--- src/rtl/fmap_rd_pkg.sv ---
// Shared definitions for the feature-map reader and its downstream converter:
// FSM encoding and the group size / read latency both sides must agree on.
package fmap_rd_pkg;

  typedef enum logic [1:0] {
    ST_IDLE  = 2'd0,
    ST_RUN   = 2'd1,
    ST_DRAIN = 2'd2,
    ST_DONE  = 2'd3
  } rd_state_t;

  localparam int NUM_IN_DEF = 9;
  localparam int RD_LAT_DEF = 2;

endpackage

--- src/rtl/fmap_burst_reader_if.sv ---
// Memory read port plus output word stream of the feature-map burst reader.
interface fmap_burst_reader_if #(
  parameter int DATA_W = 256,
  parameter int ADDR_W = 12
);

  // Handshake: there is no ready anywhere. mem_rd_en issues one read whose
  // data the memory returns a fixed latency later; valid_out qualifies
  // data_out/last_out for exactly one cycle and the sink must accept it.
  logic              mem_rd_en;
  logic [ADDR_W-1:0] mem_rd_addr;
  logic [DATA_W-1:0] mem_rd_data;
  logic [DATA_W-1:0] data_out;
  logic              valid_out;
  logic              last_out;

  modport master (
    output mem_rd_en,
    output mem_rd_addr,
    input  mem_rd_data,
    output data_out,
    output valid_out,
    output last_out
  );

  modport slave (
    input  mem_rd_en,
    input  mem_rd_addr,
    output mem_rd_data,
    input  data_out,
    input  valid_out,
    input  last_out
  );

endinterface

--- src/rtl/fmap_rd_lat_pipe.sv ---
// Delay line tracking in-flight reads as {valid,last} pairs; pre_valid marks
// the cycle the memory data is present so the top can register it.
module fmap_rd_lat_pipe #(
  parameter int DEPTH = 3
) (
  input  logic sys_clk,
  input  logic rst,
  input  logic in_valid,
  input  logic in_last,
  output logic pre_valid,
  output logic out_valid,
  output logic out_last
);

  logic [DEPTH-1:0] valid_sr;
  logic [DEPTH-1:0] last_sr;

  always_ff @(posedge sys_clk or posedge rst) begin
    if (rst) begin
      valid_sr <= '0;
      last_sr  <= '0;
    end else begin
      valid_sr <= {valid_sr[DEPTH-2:0], in_valid};
      last_sr  <= {last_sr[DEPTH-2:0], in_valid & in_last};
    end
  end

  assign pre_valid = valid_sr[DEPTH-2];
  assign out_valid = valid_sr[DEPTH-1];
  assign out_last  = last_sr[DEPTH-1];

endmodule

--- src/rtl/fmap_burst_reader.sv ---
// Walks a 2-D feature-map tile in on-chip memory and streams its words,
// row by row, as whole NUM_IN-word groups.
module fmap_burst_reader
  import fmap_rd_pkg::*;
#(
  parameter int DATA_W = 256,
  parameter int ADDR_W = 12,
  parameter int NUM_IN = NUM_IN_DEF,
  parameter int GRP_W  = 8,
  parameter int ROW_W  = 10,
  parameter int RD_LAT = RD_LAT_DEF
) (
  input  logic              sys_clk,
  input  logic              rst,
  input  logic              start,
  input  logic [ADDR_W-1:0] base_addr,
  input  logic [GRP_W-1:0]  row_groups,
  input  logic [ROW_W-1:0]  num_rows,
  input  logic [ADDR_W-1:0] row_stride,
  input  logic              hold,
  fmap_burst_reader_if.master bus,
  output logic              busy,
  output logic              done,
  output logic              cfg_err,
  output rd_state_t         state_dbg
);

  localparam int WORD_W = $clog2(NUM_IN);
  localparam int DEPTH  = RD_LAT + 1;

  rd_state_t         state;
  logic [GRP_W-1:0]  cfg_groups;
  logic [ROW_W-1:0]  cfg_rows;
  logic [ADDR_W-1:0] cfg_stride;
  logic [ADDR_W-1:0] row_base;
  logic [ADDR_W-1:0] rd_addr;
  logic [WORD_W-1:0] word_q;
  logic [GRP_W-1:0]  grp_q;
  logic [ROW_W-1:0]  row_q;
  logic [DATA_W-1:0] data_q;

  logic rd_fire, last_rd, word_end, grp_end, row_end;
  logic pre_valid, out_valid, out_last;

  assign rd_fire  = (state == ST_RUN) && !hold;
  assign word_end = (word_q == WORD_W'(NUM_IN - 1));
  assign grp_end  = (grp_q == (cfg_groups - GRP_W'(1)));
  assign row_end  = (row_q == (cfg_rows - ROW_W'(1)));
  assign last_rd  = rd_fire && word_end && grp_end && row_end;

  // A row is contiguous, so rd_addr simply increments and only jumps to
  // row_base + stride at a row boundary; word/grp/row just track position.
  always_ff @(posedge sys_clk or posedge rst) begin
    if (rst) begin
      state      <= ST_IDLE;
      cfg_groups <= '0;
      cfg_rows   <= '0;
      cfg_stride <= '0;
      row_base   <= '0;
      rd_addr    <= '0;
      word_q     <= '0;
      grp_q      <= '0;
      row_q      <= '0;
      busy       <= 1'b0;
      done       <= 1'b0;
      cfg_err    <= 1'b0;
    end else begin
      done    <= 1'b0;
      cfg_err <= 1'b0;
      case (state)
        ST_IDLE: begin
          if (start) begin
            if (row_groups == '0 || num_rows == '0) begin
              cfg_err <= 1'b1;
            end else begin
              cfg_groups <= row_groups;
              cfg_rows   <= num_rows;
              cfg_stride <= row_stride;
              row_base   <= base_addr;
              rd_addr    <= base_addr;
              word_q     <= '0;
              grp_q      <= '0;
              row_q      <= '0;
              busy       <= 1'b1;
              state      <= ST_RUN;
            end
          end
        end
        ST_RUN: begin
          if (rd_fire) begin
            if (!word_end) begin
              word_q  <= word_q + WORD_W'(1);
              rd_addr <= rd_addr + ADDR_W'(1);
            end else begin
              word_q <= '0;
              if (!grp_end) begin
                grp_q   <= grp_q + GRP_W'(1);
                rd_addr <= rd_addr + ADDR_W'(1);
              end else begin
                grp_q    <= '0;
                row_q    <= row_q + ROW_W'(1);
                row_base <= row_base + cfg_stride;
                rd_addr  <= row_base + cfg_stride;
              end
            end
            if (last_rd) state <= ST_DRAIN;
          end
        end
        ST_DRAIN: begin
          if (out_valid && out_last) begin
            done  <= 1'b1;
            state <= ST_DONE;
          end
        end
        ST_DONE: begin
          busy  <= 1'b0;
          state <= ST_IDLE;
        end
        default: state <= ST_IDLE;
      endcase
    end
  end

  always_ff @(posedge sys_clk or posedge rst) begin
    if (rst)            data_q <= '0;
    else if (pre_valid) data_q <= bus.mem_rd_data;
  end

  fmap_rd_lat_pipe #(.DEPTH(DEPTH)) u_lat_pipe (
    .sys_clk   (sys_clk),
    .rst       (rst),
    .in_valid  (rd_fire),
    .in_last   (last_rd),
    .pre_valid (pre_valid),
    .out_valid (out_valid),
    .out_last  (out_last)
  );

  assign bus.mem_rd_en   = rd_fire;
  assign bus.mem_rd_addr = rd_addr;
  assign bus.data_out    = data_q;
  assign bus.valid_out   = out_valid;
  assign bus.last_out    = out_last;
  assign state_dbg       = state;

endmodule
--- src/flat_wrapper.sv ---
// flat-port wrapper written by rule: the top's interface ports become plain ports
module fmap_burst_reader_flat import fmap_rd_pkg::*;
#(
  parameter int DATA_W = 256,
  parameter int ADDR_W = 12,
  parameter int NUM_IN = NUM_IN_DEF,
  parameter int GRP_W  = 8,
  parameter int ROW_W  = 10,
  parameter int RD_LAT = RD_LAT_DEF
)
  (sys_clk, rst, start, base_addr, row_groups, num_rows, row_stride, hold, busy, done, cfg_err, state_dbg, bus_mem_rd_en, bus_mem_rd_addr, bus_mem_rd_data, bus_data_out, bus_valid_out, bus_last_out);
  fmap_burst_reader_if #(.DATA_W(DATA_W), .ADDR_W(ADDR_W)) bus_i ();
  input  logic sys_clk;
  input  logic rst;
  input  logic start;
  input  logic [ADDR_W-1:0] base_addr;
  input  logic [GRP_W-1:0] row_groups;
  input  logic [ROW_W-1:0] num_rows;
  input  logic [ADDR_W-1:0] row_stride;
  input  logic hold;
  output logic busy;
  output logic done;
  output logic cfg_err;
  output rd_state_t state_dbg;
  output wire logic [$bits(bus_i.mem_rd_en)-1:0] bus_mem_rd_en;
  output wire logic [$bits(bus_i.mem_rd_addr)-1:0] bus_mem_rd_addr;
  input wire logic [$bits(bus_i.mem_rd_data)-1:0] bus_mem_rd_data;
  output wire logic [$bits(bus_i.data_out)-1:0] bus_data_out;
  output wire logic [$bits(bus_i.valid_out)-1:0] bus_valid_out;
  output wire logic [$bits(bus_i.last_out)-1:0] bus_last_out;
  assign bus_mem_rd_en = bus_i.mem_rd_en;
  assign bus_mem_rd_addr = bus_i.mem_rd_addr;
  assign bus_i.mem_rd_data = bus_mem_rd_data;
  assign bus_data_out = bus_i.data_out;
  assign bus_valid_out = bus_i.valid_out;
  assign bus_last_out = bus_i.last_out;
  fmap_burst_reader #(.DATA_W(DATA_W), .ADDR_W(ADDR_W), .NUM_IN(NUM_IN), .GRP_W(GRP_W), .ROW_W(ROW_W), .RD_LAT(RD_LAT)) u_core (.sys_clk(sys_clk), .rst(rst), .start(start), .base_addr(base_addr), .row_groups(row_groups), .num_rows(num_rows), .row_stride(row_stride), .hold(hold), .bus(bus_i), .busy(busy), .done(done), .cfg_err(cfg_err), .state_dbg(state_dbg));
endmodule
--- config.mk ---
export PLATFORM = sky130hd
export DESIGN_NAME = fmap_burst_reader_flat
export DESIGN_NICKNAME = d
export VERILOG_FILES = /design/src/rtl/fmap_rd_pkg.sv /design/src/rtl/fmap_burst_reader_if.sv /design/src/rtl/fmap_rd_lat_pipe.sv /design/src/rtl/fmap_burst_reader.sv /design/src/flat_wrapper.sv
export SDC_FILE = /design/constraint.sdc
export NUM_CORES = 1
export LEC_CHECK = 0
export CORE_AREA = 2 2 223 225
export CTS_CLUSTER_DIAMETER = 80
export DETAILED_ROUTE_END_ITERATION = 8
export DIE_AREA = 0 0 225 227
export PLACE_DENSITY_LB_ADDON = 0.25
export SYNTH_ARGS = -nofsm -noshare
export SYNTH_HDL_FRONTEND = slang
export SYNTH_SLANG_ARGS = --single-unit
--- constraint.sdc ---
create_clock -name sys_clk -period 18.3 [get_ports sys_clk]
set_input_delay 4.575 -clock sys_clk [delete_from_list [all_inputs] [get_ports sys_clk]]
set_output_delay 4.575 -clock sys_clk [all_outputs]
set_load 0.01 [all_outputs]
# Word-level counts from Yosys, hierarchy flattened
# Cells that the tools add are included.
word_totals:
  register_bits: 343
  out_inout_bits: 276
  word_cells: 96
  in_bits: 302
op_classes:
  n_reduce_logical: 18
  eq_ne: 13
  bitwise_logic: 2
  n_mux: 41
  add_sub_neg: 7
ops:
  columns: ["cell", "count"]
  rows:
  - ["two-way mux 12 bit", 8]
  - ["two-way mux 10 bit", 5]
  - ["one-hot mux 12 bit (2 select lines)", 2]
  - ["two-way mux 8 bit", 5]
  - ["one-hot mux 10 bit (2 select lines)", 1]
  - ["two-way mux 4 bit", 4]
  - ["one-hot mux 8 bit (2 select lines)", 1]
  - ["adder 12 x 1 -> 12 bit, second input constant", 1]
  - ["adder 12 bit", 1]
  - ["adder 10 x 1 -> 10 bit, second input constant", 1]
  - ["equality test 10 bit", 1]
  - ["logical NOT 10 bit", 1]
  - ["two-way mux 2 bit", 5]
  - ["AND reduction 5 bit", 2]
  - ["subtractor 10 x 1 -> 10 bit, second input constant", 1]
  - ["adder 8 x 1 -> 8 bit, second input constant", 1]
  - ["equality test 8 bit", 1]
  - ["logical NOT 8 bit", 1]
  - ["inequality test 2 x 1 -> 1 bit, second input constant", 4]
  - ["one-hot mux 2 bit (4 select lines)", 1]
  - ["one-hot mux 4 bit (2 select lines)", 1]
  - ["subtractor 8 x 1 -> 8 bit, second input constant", 1]
  - ["two-way mux 1 bit", 7]
  - ["inequality test 2 bit, second input constant", 3]
  - ["15 further kinds", 22]

# Logic depth before layout (Yosys ltp)
depth:
  ltp_word: 8
  mapped_depth: 11
  mapped_depth_nobuf: 10

# Cells and area by module
# A second synthesis with hierarchy kept.
hier_totals:
  hier_cells: 1095
  area_unflattened_um2: 14819.2
modules_own_cells:
  columns: ["module", "cells_per_inst", "seq_area_each_um2", "area_each_um2", "instances"]
  rows:
  - ["fmap_burst_reader", 1087, 8433.1, 14659.1, 1]
  - ["fmap_rd_lat_pipe", 8, 150.1, 160.2, 1]

# Least setup slack after synthesis
# OpenSTA, ideal clock, no wires.
synth_timing:
  path_type: "input-to-output"
  from: "in hold"
  to: "out bus_mem_rd_en"
  t_required_ns: 13.725
  stages: 3
  n_path_buf: 0
  path_slack_ns: 8.872
  t_arrival_ns: 4.853
  path_cell_list: "inv_1 nand2_1 inv_1"
synth_via:
  elab_chain_cells: 2
synth_rtl:
  columns: ["element", "line_no", "text"]
  rows:
  - ["start, declared", "flat_wrapper.sv:20", "input logic hold;"]
  - ["logical NOT 1 bit", "fmap_burst_reader.sv:45", "assign rd_fire = (state == ST_RUN) && !hold;"]
  - ["logical AND 1 bit", "fmap_burst_reader.sv:45", null]
  - ["end, declared", "flat_wrapper.sv:25", "output wire logic [$bits(bus_i.mem_rd_en)-1:0] bus_mem_rd_en;"]
# No other way between the ends.

# Worst setup path in the final report
# Same ends and word-level chain as after synthesis.

==> results.md <==
* Power Density at 179 mW/mm2
* Main flop type after synthesis: dfrtp_1
* Mapped Area at 0.0148 mm2
* Setup violators final at 0
* Slew @ Worst Pin at 1.10 ns
* H-tree levels at 2
* RSZ-0062 raised after global routing: no
* Setup crit start kind: primary input
* VDD IR-drop max at 0.0840 mV
* Final HPWL DP at 43.6 mm
* Max frequency at 93.3 MHz
* Asr flop ratio synth at 100%
* Gr ovfl total at 0
* Synth Register Bits at 343
* Synthesized Nets at 1508
* Post-Place Cells at 2344
* Max-slew violations at 0
* Vias at 11800
* Largest family of logic cells by synthesized area: multiplexers
* Residual DRC at 0
* Initial antenna violation count at 17
* Flop2flop setup slack at 14.29 ns
* Hold Path End: u_core.u_lat_pipe.last_sr[1]$_DFF_PP0_
* Root buf cell: clkbuf_16
* First-pass GRT wire length at 79.1 mm
* Multiplexer share of the synthesized area at 20.7%
* Pin count of the biggest net entering global routing at 152
* Synthesized instance count at 1183
* Synth Area in Adders at 1.99%
* Crit Reg-Reg Startpoint: u_core.u_lat_pipe.valid_sr[1]$_DFF_PP0_
* I/O pin count at 578
* Hold buffers post-CTS at 0
* Synth Area in Compound Gates at 6.10%
* CTS tree: done
* Final net count at 2091
* WHS at 0.336 ns
* Chip height at 227 um
* Initial Util at 30.6%
* Met3 Use GR at 8.36%
* Leakage at 9.43 nW
* Mean area per synthesized cell at 12.6 um2
* Clock transition at the registers of the reported paths at 0.06 ns
* Share of layout cells above drive strength 1 at 19.5%
* R2R cell count at 4
* Routed Antenna Nets at 0
* # clock sinks at 343
* Post-synthesis to final-layout area growth at 52.9%
* Routed Wire Length at 56.0 mm
* CTS buffer count at 42
* Post-synth EDFFs at 0
* Row cnt at 81
* Die Width at 225 um
* Setup TNS at 0 ns
* Clk buf depth at 3
* Yosys warns at 0
* Hold Path Class: flop to flop
* Worst Setup End Kind: output port
* Starting DRT DRC Count at 741
* Clk_lat worst skew at 0.56 ns
* Final period utilization at 58.6%
* Max FO, Critical Path at 4
* GR Util met1 at 25.3%
* Data arrival time of the worst path at 6.15 ns
* Crit Path Category: primary input to output port
* GPL Wtd Cong at 0.885
* Count of cell types in the netlist at 68
* Via-per-instance ratio at 4.87
* Fill cell count at 4507
* Total Routing Usage GR at 21.1%
* Final Hold Vio Count at 0
* Final Skew at 0.0147 ns
* GRT met2 Usage at 35.3%
* Wirelength per Cell at 23.2 um
* Synth Area in Simple Gates at 8.97%
* DRT Pass-1 Iters at 5
* Worst Path Required at 13.73 ns
* PortBufs at 577
* R2R Path End: u_core.bus.data_out[16]$_DFFE_PP0P_
* Status: complete, no violations
* Die area at 0.0511 mm2
* Core area at 0.0485 mm2
* GR peak layer: met2
* Hold Path Stages at 0
* Final std cells w/o fill at 2418
* Max cap viols at 0
* Post-cts gate resize count at 0
* Seq/Total Area, Yosys at 57.8%
* Number of global-route vias before repair at 11800
* Postcts setup bufs at 0
* Relative slew slack at 26.4%
* Period minus WS final at 10.72 ns
* Hold Startpoint: u_core.u_lat_pipe.last_sr[0]$_DFF_PP0_
* Synth Area in XOR/XNOR at 2.54%
cell usage after synthesis (all sizes together) (3+ instances only):
master,number,area (um2)
a211oi,9,67.6
a21o,5,37.5
a21oi,39,195
a31oi,6,37.5
and3,4,25.0
and4,3,26.3
buf,5,26.3
clkbuf,44,165
dfrtp,343,8580
ha,22,275
inv,23,86.3
mux2,264,2970
mux2i,10,100
nand2,130,490
nand2b,5,31.3
nand3,28,153
nand4,13,81.3
nor2,61,229
nor3,9,55.1
nor4,8,50.1
nor4b,3,38.8
o211ai,7,52.6
o21a,4,30.0
o21ai,34,170
o22ai,7,43.8
o32ai,5,43.8
or3,4,25.0
or4,6,45.0
xnor2,28,245
xor2,15,131
area by class of cell:
type	instances	area (um2)	share of cell area (%)
antenna	4	10.0	0.0441
clock buffer	58	1220	5.39
clock inverter	12	140	0.617
inverter	24	97.6	0.430
multi-input combinational	767	5990	26.4
sequential	343	8590	37.8
tap	622	778	3.43
timing repair buffer	588	5870	25.9
sequential cells by signal, summed over array words and instances, names as in the netlist:
register and cells:
u_core.bus.data_out 256, u_core.bus.mem_rd_addr 12, u_core.cfg_stride 12, u_core.row_base 12
u_core.cfg_rows 10, u_core.row_q 10, u_core.cfg_groups 8, u_core.grp_q 8
u_core.word_q 4, u_core.u_lat_pipe.last_sr 3, u_core.u_lat_pipe.valid_sr 3, u_core.state_dbg 2
u_core.busy 1, u_core.cfg_err 1, u_core.done 1
layer usage:
layer | part of all wire [%] | wire [um]
met1 | 39 | 22100
met2 | 49 | 27200
met3 | 9.9 | 5560
met4 | 1.8 | 1020
met5 | 0.23 | 126
worst max-delay path, cell delays in order:
cell and delay, ns:
clkdlybuf4s50_1 0.48, inv_1 0.14, nand2_1 0.10, inv_1 0.24, clkdlybuf4s50_1 0.60
cell families after synthesis:
| group | after synthesis |
|---|---|
| and+or+nand+nor | 285 |
| AOI/OAI and AO/OA | 142 |
| DFF | 343 |
| xor gates and xnor gates | 43 |
| buffers and inverters | 73 |
| adders and majority gates | 23 |
| muxes | 274 |
power breakdown:
part           internal [mW]  switching [mW]  leakage [nW]  total, mW
registers               1.12           0.243          4.14       1.36
logic                   1.04           0.842          4.61       1.88
clock network          0.494           0.332         0.676      0.826
worst max-delay path by stage:
| stage | endpoint | start | depth (start not counted) |
|---|---|---|---|
| global route | bus_mem_rd_en | hold | 5 |
| floorplan | u_core.bus.data_out[0]$_DFFE_PP0P_ | rst | 1 |
| CTS | bus_mem_rd_en | hold | 5 |
| global placement | bus_mem_rd_en | hold | 5 |
| detailed placement | bus_mem_rd_en | hold | 5 |
| finish | bus_mem_rd_en | hold | 5 |
placed cells by master, fill, tap and decap left out, types with 6 or more instances in the layout:
master / count
a21oi_1: 39
o21ai_0: 33
clkbuf_1: 6
o22ai_1: 7
nor2_1: 61
or4_1: 6
nor4_1: 8
o211ai_1: 7
clkinv_2: 6
buf_4: 10
a31oi_1: 6
nand3_1: 27
clkbuf_16: 43
clkdlybuf4s50_1: 577
xnor2_1: 28
nand2_1: 129
clkbuf_8: 9
xor2_1: 15
mux2i_1: 10
nor3_1: 7
ha_1: 22
mux2_2: 264
a211oi_1: 9
nand4_1: 13
dfrtp_1: 342
inv_1: 22
metrics by stage:
stage               util (%)  area (um2)  worst slack (ns)  total power, mW
floorplan                  -       14800              4.22             2.23
global placement        43.9       21300              7.64             3.21
detailed placement      43.9       21300              7.65             3.26
CTS                     46.7       22700              7.64             4.11
global route            46.7       22700              7.52             4.30
finish                  46.7       22700              7.58             4.06
(Power assumes the default switching activity.)
